$ cat config.mk
export PLATFORM = sky130hd
export DESIGN_NAME = instruction_fetch
export DESIGN_NICKNAME = d
export VERILOG_FILES = /design/src/rtl/instruction_fetch.sv
export SDC_FILE = /design/constraint.sdc
export NUM_CORES = 1
export LEC_CHECK = 0
export CORE_MARGIN = 4
export CORE_UTILIZATION = 45
export DETAILED_ROUTE_END_ITERATION = 10
export PLACE_DENSITY_LB_ADDON = 0.08
export SLEW_MARGIN = 20
export SYNTH_ARGS = -nofsm -noshare
export SYNTH_HDL_FRONTEND = slang
export SYNTH_SLANG_ARGS = --single-unit
$ cat constraint.sdc
create_clock -name clock -period 2.3 [get_ports clock]
set_input_delay 0.345 -clock clock [delete_from_list [all_inputs] [get_ports clock]]
set_output_delay 0.345 -clock clock [all_outputs]
set_load 0.03 [all_outputs]
$ cat src/rtl/instruction_fetch.sv
// instruction_fetch: MIPS fetch stage.
//   Holds the PC, issues single-word reads to instruction memory (valid/ready
//   request, separate response), and buffers one fetched instruction.
//   It presents that instruction downstream with valid/ready. A redirect squashes
//   any in-flight or buffered work.
// Ports:
//   clock, reset_n               clock (rising edge), async active-low reset
//   imem_req/addr/ready          memory read request channel
//   imem_rvalid/rdata            memory read response
//   redirect_valid/pc            taken branch/jump target
//   instr_valid/ready            downstream handshake
//   instr, instr_pc              buffered word and its address
//   opcode, funct                instr[31:26], instr[5:0]
module instruction_fetch #(
   parameter logic [31:0] RESET_PC = 32'h0000_0000
) (
   input  logic        clock,
   input  logic        reset_n,
   output logic        imem_req,
   output logic [31:0] imem_addr,
   input  logic        imem_ready,
   input  logic        imem_rvalid,
   input  logic [31:0] imem_rdata,
   input  logic        redirect_valid,
   input  logic [31:0] redirect_pc,
   output logic        instr_valid,
   input  logic        instr_ready,
   output logic [31:0] instr,
   output logic [31:0] instr_pc,
   output logic [5:0]  opcode,
   output logic [5:0]  funct
);

   typedef enum logic [2:0] {StBoot, StFetch, StWait, StHold, StDiscard} state_e;

   state_e      state_q, state_d;
   logic [31:0] pc_q, pc_d;
   logic [31:0] inflight_pc_q, inflight_pc_d;
   logic [31:0] instr_q, instr_d;
   logic [31:0] instr_pc_q, instr_pc_d;
   logic        instr_valid_q, instr_valid_d;
   logic [31:0] redirect_target;

   assign redirect_target = redirect_pc & 32'hFFFF_FFFC;

   always_comb begin
      state_d       = state_q;
      pc_d          = pc_q;
      inflight_pc_d = inflight_pc_q;
      instr_d       = instr_q;
      instr_pc_d    = instr_pc_q;
      instr_valid_d = instr_valid_q;
      unique case (state_q)
         StBoot: begin
            state_d = StFetch;
         end
         StFetch: begin
            if (redirect_valid) begin
               pc_d = redirect_target;
               // An accepted request still returns data that must be dropped.
               state_d = imem_ready ? StDiscard : StFetch;
            end else if (imem_ready) begin
               inflight_pc_d = pc_q;
               state_d       = StWait;
            end
         end
         StWait: begin
            if (redirect_valid) begin
               pc_d          = redirect_target;
               instr_valid_d = 1'b0;
               state_d       = imem_rvalid ? StFetch : StDiscard;
            end else if (imem_rvalid) begin
               instr_d       = imem_rdata;
               instr_pc_d    = inflight_pc_q;
               instr_valid_d = 1'b1;
               pc_d          = inflight_pc_q + 32'd4;
               state_d       = StHold;
            end
         end
         StHold: begin
            // A redirect wins even if downstream is consuming this cycle.
            if (redirect_valid) begin
               pc_d          = redirect_target;
               instr_valid_d = 1'b0;
               state_d       = StFetch;
            end else if (instr_ready) begin
               instr_valid_d = 1'b0;
               state_d       = StFetch;
            end
         end
         StDiscard: begin
            if (redirect_valid) begin
               pc_d          = redirect_target;
               instr_valid_d = 1'b0;
            end else if (imem_rvalid) begin
               state_d = StFetch;
            end
         end
         default: begin
            state_d = StBoot;
         end
      endcase
   end

   always_ff @(posedge clock or negedge reset_n) begin
      if (!reset_n) begin
         state_q       <= StBoot;
         pc_q          <= RESET_PC;
         inflight_pc_q <= 32'h0;
         instr_q       <= 32'h0;
         instr_pc_q    <= 32'h0;
         instr_valid_q <= 1'b0;
      end else begin
         state_q       <= state_d;
         pc_q          <= pc_d;
         inflight_pc_q <= inflight_pc_d;
         instr_q       <= instr_d;
         instr_pc_q    <= instr_pc_d;
         instr_valid_q <= instr_valid_d;
      end
   end

   assign imem_req    = (state_q == StFetch);
   assign imem_addr   = pc_q;
   assign instr_valid = instr_valid_q;
   assign instr       = instr_q;
   assign instr_pc    = instr_pc_q;
   assign opcode      = instr_q[31:26];
   assign funct       = instr_q[5:0];

endmodule

==> flow_summary.rst <==
.. list-table::
   :header-rows: 1

   * - Metric
     - Value
   * - Run status
     - complete, no violations
   * - CORE AREA
     - 0.0133 mm2
   * - Period minus WS final
     - 2060 ps
   * - Total number of nets in the final design
     - 751
   * - Dominant combinational cell family by area after synthesis
     - multiplexers
   * - TNS Setup
     - 0 ps
   * - Half-perimeter wire length after placement
     - ~11 mm
   * - Simple-gate share of the synthesized area
     - 0.126
   * - Max-capacitance violation count
     - 0
   * - Syn Nets
     - 572
   * - Maximum operating frequency
     - 0.486 GHz
   * - Number of max-slew violations in the final report
     - 0
   * - Data arrival time of the critical path
     - roughly 2300 ps
   * - Worst skew pair latency
     - between 400 and 500 ps
   * - Io pins
     - 180
   * - Crit path kind
     - reg -> reg
   * - Reg-to-reg startpoint
     - state_q[1]$_DFFE_PN0P_
   * - Hold Path Class
     - in -> async
   * - Chip Width
     - between 100 and 150 um
   * - Syn Inst Count
     - roughly 500
   * - CTS Buffer Depth
     - 2
   * - XOR/XNOR Fraction of Synth Area
     - 0.0372
   * - Worst-path fanout max
     - 10
   * - Initial core utilization
     - 0.461
   * - Std cell rows
     - 42
   * - CTS clk-pin slew, worst paths
     - approximately 50 ps
   * - Leakage power
     - 3.55 nW
   * - Worst-Margin Slew
     - a little under 600 ps
   * - Sequential standard cell area
     - about 0.0033 mm2
   * - Overall power consumption
     - roughly 14 mW
   * - Multi-input gate area in the final layout
     - roughly 0.0026 mm2
   * - Fraction of layout instances using a drive strength above 1
     - 0.187
   * - Final worst clock skew
     - approximately 6.8 ps
   * - Source of the critical timing path
     - state_q[1]$_DFFE_PN0P_
   * - Antenna Violating Nets Remaining
     - 0
   * - Post-Synth Adder-Cell Area
     - 0.00204
   * - Detailed-route wire length
     - about 15 mm
   * - R2R Path End
     - instr[24]$_DFFE_PN0P_
   * - Number of enable-type register cells in the synthesized netlist
     - 0
   * - Global-route wire length before repair
     - around 25 mm
   * - First-pass iteration count of the detailed router
     - 4
   * - Flop2flop setup slack
     - about 240 ps
   * - Total clock sinks
     - 132
   * - Area of the die
     - about 0.016 mm2
   * - Average detailed-routed wire length per instance
     - ~18 um
   * - Pwr dens
     - ~1600 mW/mm2
   * - Unrepaired setup endpoints after global routing
     - no
   * - Antenna diode count
     - 0
   * - Normalized max-slew margin
     - 0.606
   * - Number of vias in the routed layout
     - between 4000 and 5000
   * - Most frequent cells in the layout
     - 175 x clkdlybuf4s50_1, 132 x dfrtp_1, 65 x mux2_2
   * - H-tree lvl count
     - 4
   * - I/O Buffers
     - about 180
   * - Die boundary height
     - 125 um
   * - Most frequent standard cell in the layout excluding fill and tap cells
     - clkdlybuf4s50_1
   * - Synth warnings
     - 0
   * - TritonCTS Buffers
     - 17
   * - Final period utilization
     - 0.894
   * - Netlist Area Pre-Place
     - between 0.006 and 0.007 mm2
   * - TritonCTS clock tree
     - built
   * - Overall fraction of global-route tracks in use
     - 0.203
   * - Fraction of the yosys area taken by sequential cells
     - 0.539
   * - Compound-gate portion of the synthesized area
     - 0.0688
   * - Number of vias per cell
     - 5.23
   * - Final hold violation count
     - 0
   * - Max IR drop VDD
     - roughly 0.00094 V
   * - Drt initial violations
     - 308
   * - Area growth syn-to-layout
     - 41.3%
   * - Distinct cell type count after synthesis
     - 43
   * - Final Wtd Congestion
     - 0.826
   * - Crit start category
     - flip-flop
   * - Via count of the first global-routing pass
     - ~4900
   * - Top FF cell, synth
     - dfrtp_1
   * - Post-synth ARST share
     - 1.00
   * - Initial antenna violation count
     - 0
   * - Largest net degree at the start of global routing
     - 63
   * - Proportion of synthesized area in mux cells
     - 0.183
   * - Required time reported for the critical path endpoint
     - approximately 2600 ps
   * - Number of remaining DRC errors
     - 0
   * - Mean post-synth cell area
     - 12.2 um2
   * - Type of destination of the critical path
     - flip-flop
   * - Count of filler cells inserted in the layout
     - slightly above 1000
   * - Clk root buf
     - clkbuf_16
   * - R2R depth
     - 6
   * - Endpoint of the worst setup timing path
     - instr[24]$_DFFE_PN0P_
   * - Leftover overflow at the end of global routing
     - 0
   * - Register bit count reported by yosys
     - between 100 and 150
   * - Final setup vio count
     - 0
[final cells by class]
type | count | area share
clock inverters | 4 | 0.00231
clock buffers | 26 | 0.0611
inverters | 8 | 0.00347
repair buffers | 199 | 0.231
well taps | 176 | 0.0254
multi-input cells | 322 | 0.295
flip-flops and latches | 132 | 0.382
[repair_timing]
item,CTS,global route
hold buffers,1,0
resized for setup,1,0
buffers inserted,0,0
endpoints found under the setup margin,1,0
endpoints found under the hold margin,60,0
[synthesized netlist by cell type (14+ instances only)]
cell type / instances / area, um2
nor2_1: 32 / 120
mux2_1: 31 / 349
buf_4: 14 / 105
a211oi_1: 16 / 120
nor3b_1: 21 / 158
xor2_1: 20 / 175
o21ai_0: 19 / 95.1
nand3_1: 15 / 75.1
nand2_1: 25 / 93.8
mux2_2: 65 / 732
dfrtp_1: 132 / 3300
[kinds of logic (layout without fill, tap and decap cells)]
kind of cell	after synthesis	count (layout)
xor gates and xnor gates	26	26
DFF	132	132
and+or+nand+nor	134	134
AOI/OAI and AO/OA	61	61
adders and majority gates	1	1
buffers and inverters	47	237
muxes	100	100
[power breakdown]
part	internal, mW	leakage [nW]	switching, mW
logic	3.03	1.72	3.67
clock network	1.56	0.278	0.905
registers	3.43	1.55	0.974
[per-layer routing]
metal / up-vias / GRT usage / share of wire
met1: 2250 / 0.255 / 0.43
li1: 2125 / - / -
met2: 137 / 0.332 / 0.49
met5: - / 0 / 0
met4: 0 / 0.0683 / 0.016
met3: 20 / 0.0665 / 0.067
[per-stage QoR]
stage | hold WS [ps] | util | instances | area (um2) | worst slack [ps]
after floorplan | 49.4 | - | 501 | 6130 | 408
after global routing | 500 | 0.651 | 867 | 8660 | 123
after global placement | 355 | 0.609 | 836 | 8100 | -14.0
final | 482 | 0.651 | 867 | 8660 | 244
after CTS | 490 | 0.651 | 867 | 8660 | 213
after detailed placement | 366 | 0.609 | 836 | 8100 | -108
[flip-flops by register name, summed over array words and instances (netlist names)]
name	count
instr_valid	1
inflight_pc_q	32
imem_addr	32
instr_pc	32
instr	32
state_q	3
[worst max-delay path, cell delays in order, from the launching register on]
cell,delay (ps)
dfrtp_1,510
nor3b_4,300
nand2_1,160
o221a_2,230
nor2_8,170
buf_4,210
mux2_1,350
[how the worst min path moves through the flow]
stage / to / cells past startpoint / start
floorplan: imem_addr[0]$_DFFE_PN0P_ / 0 / reset_n
finish: instr[5]$_DFFE_PN0P_ / 2 / reset_n
detailed placement: instr[5]$_DFFE_PN0P_ / 1 / reset_n
global route: instr_pc[1]$_DFFE_PN0P_ / 1 / instr_pc[1]$_DFFE_PN0P_
global placement: instr[4]$_DFFE_PN0P_ / 1 / reset_n
CTS: instr[7]$_DFFE_PN0P_ / 1 / instr[7]$_DFFE_PN0P_
Power figures use the tool's default switching activity.
